## config.mk

```make
export PLATFORM = sky130hd
export DESIGN_NAME = flicker_slew_flat
export DESIGN_NICKNAME = d
export VERILOG_FILES = /design/src/rtl/candle_pkg.sv /design/src/rtl/flicker_slew_if.sv /design/src/rtl/flicker_slew_step.sv /design/src/rtl/flicker_slew.sv /design/src/flat_wrapper.sv
export SDC_FILE = /design/constraint.sdc
export NUM_CORES = 1
export LEC_CHECK = 0
export ABC_AREA = 1
export BUFFER_PORTS_ARGS = -buffer_cell sky130_fd_sc_hd__buf_2
export CELL_PAD_IN_SITES_DETAIL_PLACEMENT = 0
export CELL_PAD_IN_SITES_GLOBAL_PLACEMENT = 1
export CORE_ASPECT_RATIO = 0.9
export CORE_MARGIN = 2
export CORE_UTILIZATION = 43
export DETAILED_ROUTE_END_ITERATION = 8
export PLACE_DENSITY_LB_ADDON = 0.15
export SKIP_LAST_GASP = 1
export SYNTH_ARGS = -nofsm -noshare
export SYNTH_HDL_FRONTEND = slang
export SYNTH_SLANG_ARGS = --single-unit
```

## constraint.sdc

```tcl
create_clock -name clk -period 6 [get_ports clk]
set_input_delay 1.2 -clock clk [delete_from_list [all_inputs] [get_ports clk]]
set_output_delay 1.2 -clock clk [all_outputs]
set_load 0.01 [all_outputs]
```

## src/rtl/candle_pkg.sv

```systemverilog
// candle_pkg
//   Shared definitions for the candle pipeline (flicker generator, slew
//   limiter, PWM stage).
//   - BRIGHT_WIDTH : default brightness width used by every stage
//   - ramp_dir_e   : direction encoding reported by the slew limiter
package candle_pkg;

  localparam int BRIGHT_WIDTH = 8;

  typedef enum logic [1:0] {
    HOLD      = 2'b00,
    RAMP_UP   = 2'b01,
    RAMP_DOWN = 2'b10
  } ramp_dir_e;

endpackage

```

## src/rtl/flicker_slew_if.sv

```systemverilog
// flicker_slew_if
//   Bundles the signals between the flicker generator / PWM stage and the
//   slew limiter.
//   - enable       : ramp tick strobe
//   - target       : raw brightness target
//   - target_valid : target is valid this cycle
//   - period_start : PWM period boundary strobe
//   - value        : duty value handed to the PWM
//   - settled      : level has reached target and value is up to date
//   - ramp_dir     : HOLD / RAMP_UP / RAMP_DOWN
//   master drives the strobes and target, slave is the slew limiter.
interface flicker_slew_if
  import candle_pkg::*;
#(
  parameter int WIDTH = BRIGHT_WIDTH
);

  logic             enable;
  logic [WIDTH-1:0] target;
  logic             target_valid;
  logic             period_start;
  logic [WIDTH-1:0] value;
  logic             settled;
  logic [1:0]       ramp_dir;

  modport master (
    output enable, target, target_valid, period_start,
    input  value, settled, ramp_dir
  );

  modport slave (
    input  enable, target, target_valid, period_start,
    output value, settled, ramp_dir
  );

endinterface

```

## src/rtl/flicker_slew_step.sv

```systemverilog
// slew_step
//   Purely combinational single ramp step: moves cur toward tgt by at most
//   STEP without overshooting and without wrapping.
//   - cur : current working level
//   - tgt : clamped target level
//   - nxt : level after one step
//   - dir : direction of the step taken (HOLD when cur == tgt)
module slew_step
  import candle_pkg::*;
#(
  parameter int WIDTH = BRIGHT_WIDTH,
  parameter int STEP  = 4
) (
  input  logic [WIDTH-1:0] cur,
  input  logic [WIDTH-1:0] tgt,
  output logic [WIDTH-1:0] nxt,
  output ramp_dir_e        dir
);

  localparam logic [WIDTH:0] STEP_X = (WIDTH+1)'(STEP);

  logic [WIDTH:0] diff;
  logic [WIDTH:0] mag;

  // The step magnitude is min(STEP, |tgt-cur|) in WIDTH+1 bits, so the
  // result can never pass the target and therefore never wraps.
  always_comb begin
    dir  = HOLD;
    nxt  = cur;
    diff = '0;
    mag  = '0;
    if (cur < tgt) begin
      dir  = RAMP_UP;
      diff = {1'b0, tgt} - {1'b0, cur};
      mag  = (diff < STEP_X) ? diff : STEP_X;
      nxt  = WIDTH'({1'b0, cur} + mag);
    end else if (cur > tgt) begin
      dir  = RAMP_DOWN;
      diff = {1'b0, cur} - {1'b0, tgt};
      mag  = (diff < STEP_X) ? diff : STEP_X;
      nxt  = WIDTH'({1'b0, cur} - mag);
    end
  end

endmodule

```

## src/rtl/flicker_slew.sv

```systemverilog
// flicker_slew
//   Slew limiter between the flicker generator and the PWM stage. Ramps a
//   working level toward the latest (floored) target one bounded step per
//   enable tick and hands it to the PWM only on period boundaries.
//   - clk   : system clock
//   - reset : synchronous, active-high reset
//   - bus   : flicker_slew_if slave (enable, target, target_valid,
//             period_start in; value, settled, ramp_dir out)
module flicker_slew
  import candle_pkg::*;
#(
  parameter int WIDTH       = BRIGHT_WIDTH,
  parameter int STEP        = 4,
  parameter int MIN_LEVEL   = 16,
  parameter int RESET_LEVEL = 128
) (
  input  logic           clk,
  input  logic           reset,
  flicker_slew_if.slave  bus
);

  localparam logic [WIDTH-1:0] MIN_L   = WIDTH'(MIN_LEVEL);
  localparam logic [WIDTH-1:0] RESET_L = WIDTH'(RESET_LEVEL);

  logic [WIDTH-1:0] tgt_q, tgt_d;
  logic [WIDTH-1:0] cur_q, cur_d;
  logic [WIDTH-1:0] value_q, value_d;
  logic             settled_q, settled_d;
  ramp_dir_e        state_q, state_d;

  logic [WIDTH-1:0] step_nxt;
  ramp_dir_e        step_dir;

  // Step is always computed from the pre-edge cur_q/tgt_q, so a target
  // written in the same cycle as a tick only affects the following tick.
  slew_step #(
    .WIDTH (WIDTH),
    .STEP  (STEP)
  ) u_step (
    .cur (cur_q),
    .tgt (tgt_q),
    .nxt (step_nxt),
    .dir (step_dir)
  );

  // Next-state logic: target floor, ramp step, period-aligned output load
  // and the direction/settled status derived from the next-state values.
  always_comb begin
    tgt_d     = tgt_q;
    cur_d     = cur_q;
    value_d   = value_q;
    state_d   = HOLD;
    settled_d = 1'b0;

    if (bus.target_valid) begin
      tgt_d = (bus.target < MIN_L) ? MIN_L : bus.target;
    end

    if (bus.enable && (step_dir != HOLD)) begin
      cur_d = step_nxt;
    end

    // Loads the pre-step level; a step in the same cycle shows up at the
    // next period boundary.
    if (bus.period_start) begin
      value_d = cur_q;
    end

    if (cur_d < tgt_d) begin
      state_d = RAMP_UP;
    end else if (cur_d > tgt_d) begin
      state_d = RAMP_DOWN;
    end

    settled_d = (state_d == HOLD) && (value_d == cur_d);
  end

  // State registers; reset discards any pending target and ramp.
  always_ff @(posedge clk) begin
    if (reset) begin
      tgt_q     <= RESET_L;
      cur_q     <= RESET_L;
      value_q   <= RESET_L;
      state_q   <= HOLD;
      settled_q <= 1'b1;
    end else begin
      tgt_q     <= tgt_d;
      cur_q     <= cur_d;
      value_q   <= value_d;
      state_q   <= state_d;
      settled_q <= settled_d;
    end
  end

  assign bus.value    = value_q;
  assign bus.settled  = settled_q;
  assign bus.ramp_dir = state_q;

endmodule

```

## src/flat_wrapper.sv

```systemverilog
// flat-port wrapper written by rule: the top's interface ports become plain ports
module flicker_slew_flat import candle_pkg::*;
#(
  parameter int WIDTH       = BRIGHT_WIDTH,
  parameter int STEP        = 4,
  parameter int MIN_LEVEL   = 16,
  parameter int RESET_LEVEL = 128
)
  (clk, reset, bus_enable, bus_target, bus_target_valid, bus_period_start, bus_value, bus_settled, bus_ramp_dir);
  flicker_slew_if #(.WIDTH(WIDTH)) bus_i ();
  input  logic clk;
  input  logic reset;
  input wire logic [$bits(bus_i.enable)-1:0] bus_enable;
  input wire logic [$bits(bus_i.target)-1:0] bus_target;
  input wire logic [$bits(bus_i.target_valid)-1:0] bus_target_valid;
  input wire logic [$bits(bus_i.period_start)-1:0] bus_period_start;
  output wire logic [$bits(bus_i.value)-1:0] bus_value;
  output wire logic [$bits(bus_i.settled)-1:0] bus_settled;
  output wire logic [$bits(bus_i.ramp_dir)-1:0] bus_ramp_dir;
  assign bus_i.enable = bus_enable;
  assign bus_i.target = bus_target;
  assign bus_i.target_valid = bus_target_valid;
  assign bus_i.period_start = bus_period_start;
  assign bus_value = bus_i.value;
  assign bus_settled = bus_i.settled;
  assign bus_ramp_dir = bus_i.ramp_dir;
  flicker_slew #(.WIDTH(WIDTH), .STEP(STEP), .MIN_LEVEL(MIN_LEVEL), .RESET_LEVEL(RESET_LEVEL)) u_core (.clk(clk), .reset(reset), .bus(bus_i));
endmodule
```

==> results of run 1 <==
-- registers in the layout, summed over array words and instances (netlist names) --
register / cells
u_core.bus.ramp_dir: 2
u_core.bus.settled: 1
u_core.bus.value: 8
u_core.cur_q: 8
u_core.tgt_q: 8
-- worst paths after layout --
check	to	slack, ns	cells past startpoint
worst max-delay path	u_core.bus.settled$_SDFF_PP1_	0.96	30
worst min-delay path	u_core.bus.value[3]$_SDFF_PP0_	0.58	2
worst max register to register	u_core.bus.settled$_SDFF_PP1_	0.96	30
worst min register to register	u_core.bus.value[3]$_SDFF_PP0_	0.58	2
-- synth_stat cells (2+ instances only) --
cell	count
a21oi_1	24
a31oi_1	3
buf_6	2
clkbuf_1	3
conb_1	2
dfxtp_1	27
fa_1	4
ha_1	37
inv_1	83
nand2_1	157
nand2_2	10
nand3_1	38
nand3_2	6
nand3b_1	5
nand4_1	7
nor2_1	42
nor2_2	6
nor3_1	3
o211ai_1	2
o21ai_0	14
o21ai_2	2
or2_1	2
or2_2	2
xnor2_1	5
-- layout make-up --
| type | instances | share of cell area (%) |
|---|---|---|
| inverters | 83 | 9.50 |
| well taps | 90 | 3.44 |
| repair buffers | 24 | 3.74 |
| clock buffers | 4 | 1.37 |
| flip-flops and latches | 27 | 16.5 |
| multi-input cells | 385 | 65.5 |
-- cell usage in the layout, fill, tap and decap left out, drive strengths merged, types with 4 or more instances in the layout --
cell type    n
nand2      167
inv         83
nor2        48
nand3       44
ha          37
dfxtp       27
a21oi       24
buf         24
o21ai       17
conb         9
nand4        8
xnor2        5
nand3b       5
fa           4
clkbuf       4
or2          4
-- metal layers --
layer / wire length [um] / track usage, %
met5: 0 / 0
met4: 82 / 2.99
met3: 294 / 1.45
met2: 3610 / 34.7
met1: 4320 / 33.5
-- cell families after synthesis --
logic type | after synthesis
compound gates | 49
xor+xnor | 5
fa+ha+maj | 41
buf+inv | 90
flops | 27
other cells | 2
simple gates | 281
-- report_power, final --
group	internal, W	total (W)	switching, W
Sequential	0.000218	0.000268	0.0000502
Combinational	0.000456	0.00133	0.000874
Clock	0.0000476	0.000104	0.0000568
Total	0.000721	0.00170	0.000981
-- critical path, delay by kind of cell, from the launching register on --
| family | cells | cell delay (ns) |
|---|---|---|
| AOI/OAI and AO/OA | 3 | 0.41 |
| buffers and inverters | 2 | 0.32 |
| xor gates and xnor gates | 1 | 0.18 |
| adders and majority gates | 3 | 1.25 |
| DFF | 1 | 0.57 |
| and+or+nand+nor | 21 | 2.26 |
-- metrics by stage --
step / instances / utilization, % / power [W] / area, um^2 / hold WS, ns
floorplan: 502 / - / 0.00126 / 3040 / 0.521
global placement: 609 / 48.3 / 0.00159 / 3230 / 0.543
detailed placement: 609 / 48.3 / 0.00158 / 3230 / 0.553
CTS: 613 / 49.0 / 0.00169 / 3280 / 0.579
global route: 613 / 49.0 / 0.00190 / 3280 / 0.611
finish: 613 / 49.0 / 0.00170 / 3280 / 0.580
==> flow_metrics.py, run 1 <==
metrics = {
    "power": {
        "power_leakage_nw": 1.85,
        "peakVddDrop_uv": 256,
        "cellPowerDensity_mw_per_mm2": 519,
    },
    "status": {
        "outcome": "finished, final reports clean",
    },
    "timing": {
        "fmax_mhz": 198,
        "rsz0062_at_grt": "false",
        "min_period_ns": 5.04,
        "slew_violations": 0,
        "hold_viol_final": 0,
        "setup_viol": 0,
        "setup_ws_ns": 0.956,
        "post-route-period-util_pct": 84.1,
        "setup_tns_ns": 0,
        "finClkSkew_ns": 0.00460,
    },
    "clock_network": {
        "cts_buffers": 3,
        "cts_tree": "done",
        "ctsHtreeMaxLevel": 1,
        "cts-resized-gates": 0,
        "clk_pin_slew_worst_paths_ns": 0.09,
        "clock-sinks": 27,
        "cts_buffer_depth": 2,
        "worstSkewPairLatency_ns": 0.27,
        "clock-root-buffer": "clkbuf_8",
        "cts_hold_buf": 0,
        "post_cts_buffers": 0,
    },
    "placement": {
        "io_buffers": 23,
        "place_congestion": 0.877,
        "dp_slack_ns": 1.02,
        "hpwl_mm": 6.94,
    },
    "cells_and_area": {
        "diodes": 0,
        "layout.nets": 578,
        "fillerInstances": 709,
        "multiInputGateArea_mm2": 0.00215,
        "syn2layout_area_growth_pct": 8.62,
        "ff_latch_area_um2": 541,
        "drive_above_1_share_pct": 10.5,
    },
    "die": {
        "num_rows": 28,
        "start_util_pct": 45.1,
        "fp.dieH_um": 83.5,
        "fp.dieArea_mm2": 0.00771,
        "ios": 24,
        "core_mm2": 0.00669,
        "dieWidth_um": 92.3,
    },
    "min_path": {
        "hp-class": "reg2reg",
        "min_from": "u_core.bus.value[3]$_SDFF_PP0_",
    },
    "grt": {
        "grt_pass1_vias": 2824,
        "overflow": 0,
        "grt_pass1_wl_mm": 13.8,
        "grt_max_degree": 25,
        "grt_usage_pct": 22.0,
        "antenna_found_initial": 0,
    },
    "logic_synthesis": {
        "yosysSeqAreaShare_pct": 17.9,
        "yosysWarnings": 0,
        "yosysTopAreaCellShare_pct": 19.5,
        "synthFlopType": "dfxtp_1",
        "yosysUniqueCellTypes": 33,
        "synthArstFlopShare_pct": 0,
        "yosysTopAreaCell": "nand2_1",
        "synth-simple-area-share_pct": 41.2,
        "synth_top_family_by_area": "simple AND/OR/NAND/NOR gates",
        "synth_xor_area_share_pct": 1.45,
        "synth-edff-count": 0,
        "synthTopCellsByArea": "nand2_1 (20%), dfxtp_1 (18%), ha_1 (15%)",
        "synth_compound_area_share_pct": 9.33,
        "synth.area.mux_share_pct": 0,
        "syn-cell-area_mm2": 0.00302,
        "avgSynthCellArea_um2": 6.10,
        "synth_cells": 495,
        "ys_ff_latch": 27,
        "synthAdderAreaFrac_pct": 18.0,
    },
    "detailed_routing": {
        "postRouteWirelength_mm": 8.31,
        "ant_nets": 0,
        "drtIter0Drc": 168,
        "num_vias": 3053,
        "detail_route.vias_per_cell": 4.98,
        "avgRoutedWirePerCell_um": 13.5,
        "firstDrtPassIters": 4,
        "drc": 0,
    },
    "setup_path": {
        "cp-end-kind": "flop",
        "crit_top_cell": "nand2_1",
        "startpoint": "u_core.cur_q[1]$_SDFF_PP0_",
        "critPathMaxStageDelay_ns": 0.57,
        "worstSetupPathType": "reg2reg",
        "worst-path-max-fanout": 7,
        "cp.required_ns": 6.22,
        "crit_path_top_delay_cell": "dfxtp_1",
        "r2r_start": "u_core.cur_q[1]$_SDFF_PP0_",
        "startpoint_type": "flop",
        "arrival_ns": 5.26,
    },
    "job": {
        "drv_cap": 0,
    },
}
Note: power is estimated with default switching activity, not from simulation.
==> run 2: changes to the inputs <==
--- a/config.mk
+++ b/config.mk
@@ -11,7 +11,7 @@
 export CELL_PAD_IN_SITES_GLOBAL_PLACEMENT = 1
 export CORE_ASPECT_RATIO = 0.9
 export CORE_MARGIN = 2
-export CORE_UTILIZATION = 43
+export CORE_UTILIZATION = 39
 export DETAILED_ROUTE_END_ITERATION = 8
 export PLACE_DENSITY_LB_ADDON = 0.15
 export SKIP_LAST_GASP = 1
==> constraint.sdc (replaced) <==
create_clock -name clk -period 4.35 [get_ports clk]
set_input_delay 0.87 -clock clk [delete_from_list [all_inputs] [get_ports clk]]
set_output_delay 0.87 -clock clk [all_outputs]
set_load 0.01 [all_outputs]
==> flow_metrics.py, run 2 (synthesized netlist as in run 1, its figures left out) <==
metrics = {
    "status": {
        "outcome": "complete, but fails checks",
        "violations": "negative setup slack",
    },
    "grt": {
        "overflow": 0,
        "grt_pass1_vias": 3054,
        "grt_usage_pct": 22.0,
        "antenna_found_initial": 0,
        "grt_max_degree": 25,
        "grt_pass1_wl_mm": 14.9,
    },
    "timing": {
        "post-route-period-util_pct": 101,
        "slew_violations": 0,
        "setup_ws_ns": -0.0649,
        "rsz0062_at_grt": "true",
        "finClkSkew_ns": 0.00523,
        "fmax_mhz": 227,
        "min_period_ns": 4.41,
        "setup_viol": 1,
        "worst_pin_slew_ns": 0.490,
        "relSlewSlack_pct": 66.5,
        "hold_viol_final": 0,
    },
    "power": {
        "cellPowerDensity_mw_per_mm2": 761,
        "power_leakage_nw": 2.20,
        "p_seq_share_pct": 10.4,
        "power_w": 0.00314,
        "p_comb_share_pct": 84.7,
        "internal-power_w": 0.00151,
        "clockPowerShare_pct": 4.9,
        "switchingPower_w": 0.00163,
        "sw_frac_of_total_pct": 51.8,
        "peakVddDrop_uv": 343,
    },
    "die": {
        "dieWidth_um": 96.7,
        "num_rows": 30,
        "fp.dieH_um": 87.5,
        "core_mm2": 0.00751,
        "ios": 24,
        "fp.dieArea_mm2": 0.00846,
        "start_util_pct": 40.2,
    },
    "clock_network": {
        "clock-sinks": 27,
        "clock-root-buffer": "clkbuf_8",
        "cts_buffers": 3,
        "clk_pin_slew_worst_paths_ns": 0.10,
        "cts_hold_buf": 0,
        "ctsHtreeMaxLevel": 1,
        "cts_buffer_depth": 2,
        "worstSkewPairLatency_ns": 0.29,
        "cts_tree": "done",
    },
    "setup_path": {
        "cp.required_ns": 4.59,
        "worstSetupPathType": "reg2reg",
        "worst-path-max-fanout": 3,
        "crit_top_cell": "nand2_2",
        "cp-end-kind": "flop",
        "startpoint_type": "flop",
        "crit_path_top_delay_cell": "fa_2",
        "critPathMaxStageDelay_ns": 0.40,
        "arrival_ns": 4.65,
    },
    "detailed_routing": {
        "detail_route.vias_per_cell": 4.73,
        "postRouteWirelength_mm": 9.18,
        "drtIter0Drc": 181,
        "num_vias": 3248,
        "drc": 0,
        "avgRoutedWirePerCell_um": 13.4,
        "ant_nets": 0,
        "firstDrtPassIters": 4,
    },
    "cells_and_area": {
        "layout_common_cells": "nand2_1 (141), inv_1 (78), buf_4 (68)",
        "drive_above_1_share_pct": 30.5,
        "fin_area_mm2": 0.00413,
        "fillerInstances": 769,
        "final_common_cell": "nand2_1",
        "diodes": 0,
        "multiInputGateArea_mm2": 0.00246,
        "layout.nets": 646,
        "ff_latch_area_um2": 547,
        "syn2layout_area_growth_pct": 36.7,
    },
    "placement": {
        "dp_slack_ns": -0.359,
        "place_congestion": 0.929,
        "placed_area_mm2": 0.00371,
        "hpwl_mm": 7.52,
        "io_buffers": 23,
    },
    "min_path": {
        "hp-class": "reg2reg",
    },
    "job": {
        "drv_cap": 0,
    },
}
run 2: cell types whose count changed in the layout (fill, tap and decap cells not counted), sizes merged:
cell and delta:
clkbuf -1, buf +68, clkinvlp +1
run 2: path summary, 6_finish.rpt:
kind | startpoint | end | cells after the start | slack, ns
worst min-delay path | u_core.bus.value[7]$_SDFF_PP1_ | u_core.bus.value[7]$_SDFF_PP1_ | 4 | 0.57
worst max register to register | u_core.tgt_q[0]$_SDFF_PP0_ | u_core.bus.settled$_SDFF_PP1_ | 31 | -0.06
worst max-delay path | u_core.tgt_q[0]$_SDFF_PP0_ | u_core.bus.settled$_SDFF_PP1_ | 31 | -0.06
worst min register to register | u_core.bus.value[7]$_SDFF_PP1_ | u_core.bus.value[7]$_SDFF_PP1_ | 4 | 0.57
run 2: layout make-up:
cell class	count	area share, %
well taps	96	2.91
clock inverters	1	0.182
repair buffers	92	15.4
multi-input cells	385	59.6
clock buffers	3	1.00
flip-flops and latches	27	13.3
inverters	83	7.61
run 2: power groups by stage:
stage / sequential (W) / clock (W) / combinational, W
final: 0.000325 / 0.000153 / 0.00266
after global placement: 0.000326 / 0 / 0.00229
after floorplan: 0.000362 / 0 / 0.00138
after global routing: 0.000331 / 0.000169 / 0.00297
after detailed placement: 0.000328 / 0 / 0.00229
after CTS: 0.000324 / 0.000160 / 0.00243
run 2: critical path: cells and delay by family, from the launching register on:
family | cells | cell delay (ns)
xor gates and xnor gates | 1 | 0.20
adders and majority gates | 4 | 1.20
DFF | 1 | 0.33
AOI/OAI and AO/OA | 3 | 0.37
and+or+nand+nor | 21 | 2.08
buffers and inverters | 2 | 0.18
run 2: per-stage QoR:
step	utilization, %	setup TNS [ns]	hold WS [ns]	std cells
2_1_floorplan	-	0	0.521	502
3_3_place_gp	49.5	-0.265	0.546	678
3_5_place_dp	49.5	-0.359	0.551	678
4_1_cts	52.0	0	0.578	684
5_1_grt	55.0	-0.439	0.611	687
6_report	55.0	-0.0649	0.574	687
run 2: repair_timing:
| action | CTS | global route |
|---|---|---|
| pin swaps | 12 | 27 |
| gates cloned | 0 | 0 |
| gates resized for setup | 26 | 46 |
| setup endpoints to repair | 3 | 3 |
| buffers inserted | 2 | 4 |
run 2: per-layer routing:
metal	GRT usage [%]	wire length (um)	vias up
li1	-	-	1741
met4	3.84	91	0
met1	31.7	4720	1455
met5	0	0	-
met2	36.8	4150	43
met3	1.28	224	9
